<file path="config.mk">
export PLATFORM = sky130hd
export DESIGN_NAME = seq_change_monitor
export DESIGN_NICKNAME = d
export VERILOG_FILES = /design/src/rtl/seq_change_monitor.sv
export SDC_FILE = /design/constraint.sdc
export NUM_CORES = 1
export LEC_CHECK = 0
export BUFFER_PORTS_ARGS = -buffer_cell sky130_fd_sc_hd__buf_2
export CAP_MARGIN = 5
export CELL_PAD_IN_SITES_DETAIL_PLACEMENT = 1
export CELL_PAD_IN_SITES_GLOBAL_PLACEMENT = 1
export CORE_ASPECT_RATIO = 0.7
export CORE_UTILIZATION = 45
export DETAILED_ROUTE_END_ITERATION = 8
export PLACE_DENSITY = 0.9
export SLEW_MARGIN = 5
export SYNTH_ARGS = -nofsm -noshare
export SYNTH_HDL_FRONTEND = slang
export SYNTH_SLANG_ARGS = --single-unit
</file>
<file path="constraint.sdc">
create_clock -name clk -period 5.7 [get_ports clk]
set_input_delay 0.57 -clock clk [delete_from_list [all_inputs] [get_ports clk]]
set_output_delay 0.57 -clock clk [all_outputs]
set_load 0.01 [all_outputs]
</file>
<file path="src/rtl/seq_change_monitor.sv">
// seq_change_monitor
// Watches CHANNELS independent WIDTH-bit sequences. A new value is accepted
// only after it has been sampled unchanged on STABLE_CYCLES+1 consecutive
// edges. Each accepted change raises a registered one-cycle pulse. The block
// also keeps sticky per-channel flags, a saturating event counter and a
// per-channel "accepted value is zero" flag.
module seq_change_monitor #(
    parameter int WIDTH          = 2,
    parameter int CHANNELS       = 4,
    parameter int STABLE_CYCLES  = 2,
    parameter int ZERO_IS_CHANGE = 0,
    parameter int CNT_WIDTH      = 8
) (
    input  logic                      clk,
    input  logic                      rst_n,
    input  logic [CHANNELS*WIDTH-1:0] seq_in,
    input  logic                      clear,
    output logic [CHANNELS-1:0]       chg_pulse,
    output logic                      chg_any,
    output logic [CHANNELS-1:0]       chg_sticky,
    output logic [CNT_WIDTH-1:0]      chg_count,
    output logic [CHANNELS-1:0]       zero_flag,
    output logic [CHANNELS*WIDTH-1:0] acc_val
);

    // Stability counter only has to reach STABLE_CYCLES-1.
    localparam int CW = (STABLE_CYCLES > 1) ? $clog2(STABLE_CYCLES) : 1;
    // Popcount of one cycle's pulses: 0..CHANNELS.
    localparam int PW = $clog2(CHANNELS + 1);
    // Adder is wide enough to hold count + popcount without wrapping.
    localparam int SW = ((CNT_WIDTH > PW) ? CNT_WIDTH : PW) + 1;

    localparam logic [CW-1:0]        CNT_LAST = CW'(STABLE_CYCLES - 1);
    localparam logic [CNT_WIDTH-1:0] CNT_MAX  = {CNT_WIDTH{1'b1}};

    // What one channel does on the coming edge.
    typedef enum logic [1:0] {
        ACT_HOLD,    // candidate already equals accepted value: idle
        ACT_LOAD,    // input differs from candidate: restart settling
        ACT_SETTLE,  // candidate held, still counting
        ACT_ACCEPT   // candidate held long enough: take it
    } act_e;

    // Per-channel state, packed so acc_q maps directly onto acc_val.
    logic [CHANNELS-1:0][WIDTH-1:0] cand_q, cand_d;
    logic [CHANNELS-1:0][WIDTH-1:0] acc_q,  acc_d;
    logic [CHANNELS-1:0][CW-1:0]    cnt_q,  cnt_d;
    logic [CHANNELS-1:0][WIDTH-1:0] sample;
    act_e                           act [CHANNELS];

    logic [CHANNELS-1:0]  pulse_d;
    logic [CHANNELS-1:0]  sticky_d;
    logic [CHANNELS-1:0]  zero_d;
    logic [CNT_WIDTH-1:0] count_d;
    logic [PW-1:0]        pop_d;
    logic [SW-1:0]        sum_d;

    // Slice the flat input bus into channels and classify each channel.
    always_comb begin
        for (int i = 0; i < CHANNELS; i++) begin
            sample[i] = seq_in[i*WIDTH +: WIDTH];
            if (sample[i] != cand_q[i])
                act[i] = ACT_LOAD;
            else if (cand_q[i] == acc_q[i])
                act[i] = ACT_HOLD;
            else if (cnt_q[i] == CNT_LAST)
                act[i] = ACT_ACCEPT;
            else
                act[i] = ACT_SETTLE;
        end
    end

    // Per-channel filter next state and pulse generation.
    always_comb begin
        // NOTE: every variable gets a default before any branch, so no path
        // leaves one unassigned and no latch is inferred.
        cand_d  = cand_q;
        acc_d   = acc_q;
        cnt_d   = cnt_q;
        pulse_d = '0;
        for (int i = 0; i < CHANNELS; i++) begin
            case (act[i])
                ACT_LOAD: begin
                    cand_d[i] = sample[i];
                    cnt_d[i]  = '0;
                end
                ACT_SETTLE: begin
                    cnt_d[i] = cnt_q[i] + CW'(1);
                end
                ACT_ACCEPT: begin
                    acc_d[i]   = cand_q[i];
                    cnt_d[i]   = '0;
                    // A return to zero only counts as a change when enabled.
                    pulse_d[i] = (cand_q[i] != '0) || (ZERO_IS_CHANGE != 0);
                end
                default: begin
                    cnt_d[i] = '0;
                end
            endcase
        end
    end

    // Sticky flags, saturating event counter and zero flags.
    always_comb begin
        pop_d = '0;
        for (int i = 0; i < CHANNELS; i++)
            pop_d = pop_d + PW'(pulse_d[i]);

        // A set in the same cycle as clear survives the clear.
        sticky_d = (clear ? '0 : chg_sticky) | pulse_d;

        // Clear restarts the count from this cycle's events.
        sum_d   = (clear ? '0 : SW'(chg_count)) + SW'(pop_d);
        count_d = (sum_d > SW'(CNT_MAX)) ? CNT_MAX : sum_d[CNT_WIDTH-1:0];

        for (int i = 0; i < CHANNELS; i++)
            zero_d[i] = (acc_d[i] == '0);
    end

    // State and output registers.
    always_ff @(posedge clk or negedge rst_n) begin
        // NOTE: all filter state is reset, not just the outputs, so a
        // half-settled candidate cannot survive reset and pulse afterwards.
        if (!rst_n) begin
            cand_q     <= '0;
            acc_q      <= '0;
            cnt_q      <= '0;
            chg_pulse  <= '0;
            chg_any    <= 1'b0;
            chg_sticky <= '0;
            chg_count  <= '0;
            zero_flag  <= '0;
        end else begin
            // NOTE: non-blocking assignments, so every register samples the
            // pre-edge values regardless of statement order.
            cand_q     <= cand_d;
            acc_q      <= acc_d;
            cnt_q      <= cnt_d;
            chg_pulse  <= pulse_d;
            chg_any    <= |pulse_d;
            chg_sticky <= sticky_d;
            chg_count  <= count_d;
            zero_flag  <= zero_d;
        end
    end

    assign acc_val = acc_q;

    // chg_any is always the OR of the pulse vector it is registered with.
    a_any_matches : assert property (@(posedge clk) disable iff (!rst_n)
        chg_any == |chg_pulse);

    // A channel never pulses on two consecutive cycles.
    a_pulse_single : assert property (@(posedge clk) disable iff (!rst_n)
        (chg_pulse & $past(chg_pulse)) == '0);

endmodule

</file>
; ---- Word-level counts from Yosys, hierarchy flattened
; Cells that the tools add are included.
[word_totals]
register_bits = 41
word_cells = 83
[op_classes]
add_sub_neg = 8
magnitude_cmp = 1
eq_ne = 20
mux = 27
bitwise_logic = 1
n_reduce_logical = 9
[ops]
columns = op, n
row1 = $mux 2, 12
row2 = $eq 2x2->1 const B, 8
row3 = $mux 8, 2
row4 = $mux 1, 12
row5 = $add 8x3->9, 1
row6 = $gt 9x8->1 const B, 1
row7 = $eq 2x1->1 const B, 4
row8 = $eq 2x2->1, 4
row9 = $logic_not 2->1, 4
row10 = $ne 2x2->1, 4
row11 = $reduce_bool 2->1, 4
row12 = $add 1x1->1 const B, 4
row13 = $mux 4, 1
row14 = $or 4x4->4, 1
row15 = $reduce_or 4->1, 1
row16 = $add 2x1->3, 1
row17 = $add 3x1->3, 1
row18 = $add 1x1->2, 1

; ---- Depth between registers and ports, before layout
[logic_depth]
word_depth = 11
ltp_mapped = 12

; ---- Least setup slack after synthesis
; Ideal clock, no wire load.
[synth_path]
path_type = input-to-reg
start = input seq_in[5]
end = register chg_count[7]
t_arrival_ns = 3.120
setup_slack_ns = 2.448
stages = 11
n_path_buf = 0
path_cell_list = xnor2_1 o2111ai_2 or2_4 fa_1 fa_1 inv_1 fa_1 and3_1 and3_1 nor4b_1 nor3_1
[synth_between]
elab_chain_cells = 9
[synth_rtl]
columns = item, line
row1 = "start, declared", 16  ; input logic [CHANNELS*WIDTH-1:0] seq_in,
row2 = $ne 2x2->1 *, 62  ; if (sample[i] != cand_q[i])
row3 = $mux 2 *, 62
row4 = $eq 2x2->1 *, 82  ; case (act[i])
row5 = $mux 1 *, 82
row6 = $add 2x1->3 *, 107  ; pop_d = pop_d + PW'(pulse_d[i]);
row7 = $add 3x1->3 *, 107
row8 = $add 8x3->9 *, 113  ; sum_d = (clear ? '0 : SW'(chg_count)) + SW'(pop_d);
row9 = $gt 9x8->1, 114  ; count_d = (sum_d > SW'(CNT_MAX)) ? CNT_MAX : sum_d[CNT_WIDTH-1:0];
row10 = $mux 8 *, 114
row11 = named net count_d[7], 54  ; logic [CNT_WIDTH-1:0] count_d;
row12 = "end signal, assigned", 142  ; chg_count <= count_d;
row13 = "end, declared", 21  ; output logic [CNT_WIDTH-1:0] chg_count,
; The timed path passes the listed nets; every way through them passes the cells marked *.
; A chain may end at the register's enable or synchronous reset.

; ---- Worst setup path in the final report
[layout_path]
start = register cand_q[5] (netlist name)
end = register chg_count[7]
[layout_between]
elab_chain_cells = 10
[layout_rtl]
columns = item, line
row1 = "start, declared", 45  ; logic [CHANNELS-1:0][WIDTH-1:0] cand_q, cand_d;
row2 = "start signal, assigned", 136  ; cand_q <= cand_d;
row3 = $eq 2x2->1, 64  ; else if (cand_q[i] == acc_q[i])
row4 = $mux 2, 64
row5 = $mux 2, 62
row6 = $eq 2x2->1, 82
row7 = $mux 1 *, 82
row8 = $add 2x1->3 *, 107
row9 = $add 3x1->3 *, 107
row10 = $add 8x3->9 *, 113
row11 = $gt 9x8->1, 114
row12 = $mux 8 *, 114
row13 = named net count_d[7], 54
; Marks and branches as above.

==> results.toml <==
[grt]
grt_max_degree = 42
grt_first_pass_wirelength_um = 6078
grt_use_total = 0.1968
grt-ovfl-total = 0
antenna_found_initial = 0
grt_pass1_vias = 1279

[clock_tree]
cts_buffer_depth = 2
cts_root_buffer = "clkbuf_8"
htreeDepth = 2
post-cts-setup-buffers = 0
cts_buffers = 5
cts_resized = 0
hold_buffers = 0
clock_latency_ns = 0.30
clk_pin_slew_worst_paths_ns = 0.08
cts_tree = "done"
clock-sinks = 41

[timing]
finalClockSkew_ns = 0.008138
rsz0062_at_grt = "no"
finalSetupTns_ns = 0
final_hold_viol_count = 0
holdWs_ns = 0.3833
finalSetupViolations = 0
timing.final.crit_share = 0.5962
min_period_ns = 3.398
slew_headroom = 0.4185
slew_violations = 0
timing.fmax_mhz = 294.3
setup_ws_ns = 2.302
worst_pin_slew_ns = 0.8723

[route]
wl_met2_um = 1869
viasPerCell = 5.068
drt-met1-wl_um = 1559
drc = 0
wl_per_cell_um = 15.59
wl_met3_um = 170
drtAntennaViolNets = 0
wl_um = 3695
first_pass_iters = 3
drt_iter0_markers = 30
num_vias = 1201
highest_layer = "met4"

[synthesis]
synthCells = 149
synthMuxAreaShare = 0.05552
ys_ff_latch = 41
async_flop_share = 1.000
yosysWarnings = 0
synth_fp_nets = 164
synthFlopType = "dfrtp_1"
netlist_top_cells_area = "dfrtp_1 (57%), mux2_2 (5.0%), xnor2_1 (4.9%)"
synth_top_area_frac = 0.5690
yosysSeqAreaShare = 0.5690
synth_xor_area_frac = 0.09715
synth_top_family_by_area = "simple AND/OR/NAND/NOR gates"
yosys.area_share.adder = 0.04025
netlist_top_cells_count = "dfrtp_1 (41), nor2_1 (14), xnor2_1 (10), xor2_1 (10)"
syn_area_um2 = 1803
synth.most_common_cell = "dfrtp_1"
synth.distinct_cells = 27
syn_area_per_cell_um2 = 12.10
synth-compound-area-share = 0.09646
synth_top_cell_by_area = "dfrtp_1"
yosys.area_share.simple = 0.1020
synth-edff-count = 0

[floorplan]
rows = 18
io_pins = 40
die_x_um = 77.66
die-area_um2 = 4268
fp.coreArea_um2 = 3671
initial_core_util = 0.4911
die_h_um = 54.96

[place]
io_buffers = 39
pre_cts_slack_ns = 2.020
placed_cells = 229
place_hpwl_um = 2865
placed_area_um2 = 2027
gp_congestion = 0.7776

[worst_setup_path]
startpoint = "cand_q[5]$_DFFE_PN0N_"
arrival_ns = 3.57
worstSetupEndpoint = "chg_count[7]$_DFF_PN0_"
start_kind = "flop"
rrSetupSlack_ns = 2.30
path_max_fanout = 4
reg2reg_depth = 11
worstSetupEndpointType = "flop"
timing.rr.start = "cand_q[5]$_DFFE_PN0N_"
cp.required_ns = 5.87
worstSetupPathType = "flop to flop"
rr_endpoint = "chg_count[7]$_DFF_PN0_"

[power_and_ir_drop]
p_leak_nw = 1.074
swShare = 0.3330
comb_power_share = 0.270
pwr-share-seq = 0.501
clkPwrFrac = 0.229
ir_drop_mv = 0.1849
p_total_mw = 0.8070
cellPowerDensity_nw_per_um2 = 381.9
cellInternalPower_mw = 0.5383
p_switching_mw = 0.2688

[job]
maxCapViolations = 0

[layout]
area_growth_pct = 17.21
ff_latch_area_um2 = 1026
fillers = 398
multi_input_area_um2 = 705.7
layout.nets = 201
drive_above_1_share = 0.3422
final_core_util = 0.5757
postLayoutCellArea_um2 = 2113
fin_cells = 237
antenna_cells = 0

[worst_hold_path]
hold_class = "input pin to async pin"

[outcome]
outcome = "finished clean"
layout by cell type (no fill, tap or decap), types with 3 or more instances in the layout:
cell,count
buf_2,39
clkbuf_8,5
dfrtp_1,41
fa_1,3
inv_1,9
mux2_2,8
nand2_1,4
nand2b_1,4
nor2_1,14
nor2b_1,3
o2111ai_2,4
o211ai_1,4
o21a_1,4
o21ai_0,7
or2_4,3
xnor2_1,10
xor2_1,10
power by group through the flow:
| stage | Sequential [mW] | Combinational, mW | Clock (mW) |
|---|---|---|---|
| detailed placement | 0.411 | 0.221 | 0 |
| CTS | 0.405 | 0.222 | 0.190 |
| finish | 0.404 | 0.218 | 0.185 |
| global placement | 0.402 | 0.210 | 0 |
| floorplan | 0.426 | 0.108 | 0 |
| global route | 0.413 | 0.243 | 0.200 |
registers in the layout (all words and copies together) (netlist names):
name and flops:
acc_val 8, cand_q 8, chg_count 8, chg_pulse 4
chg_sticky 4, cnt_q 4, zero_flag 4, chg_any 1
worst max-delay path, cell delays in order, from the launching register on:
cell and delay, ns:
dfrtp_1 0.42, xnor2_1 0.23, o2111ai_2 0.24, or2_4 0.33, fa_1 0.56, fa_1 0.20, inv_1 0.06, fa_1 0.42
and3_1 0.18, and3_1 0.22, nor4b_1 0.32, nor3_1 0.10
layer usage:
metal | global-route usage | up-vias
li1 | - | 561
met1 | 0.2295 | 599
met2 | 0.3510 | 31
met3 | 0.04918 | 10
met4 | 0.1038 | 0
met5 | 0 | -
worst min path at each step:
stage	start	to	slack, ns
detailed placement	cnt_q[0]$_DFF_PN0_	cnt_q[0]$_DFF_PN0_	0.45
global placement	cnt_q[3]$_DFF_PN0_	cnt_q[3]$_DFF_PN0_	0.44
global route	seq_in[3]	cand_q[3]$_DFFE_PN0N_	0.40
floorplan	rst_n	acc_val[0]$_DFF_PN0_	0.27
CTS	seq_in[3]	cand_q[3]$_DFFE_PN0N_	0.40
finish	rst_n	chg_pulse[3]$_DFF_PN0_	0.38
area by class of cell:
type / instances / area share
inverter: 10 / 0.01776
sequential: 41 / 0.4855
clock buffer: 5 / 0.03256
timing repair buffer: 39 / 0.09236
tap: 50 / 0.02960
clock inverter: 3 / 0.008289
multi-input combinational: 89 / 0.3339
cell families after synthesis:
family / count (synthesis)
compound gates: 21
simple gates: 35
buf+inv: 19
mux: 9
flops: 41
fa+ha+maj: 4
xor+xnor: 20
Note: power is estimated with default switching activity, not from simulation.
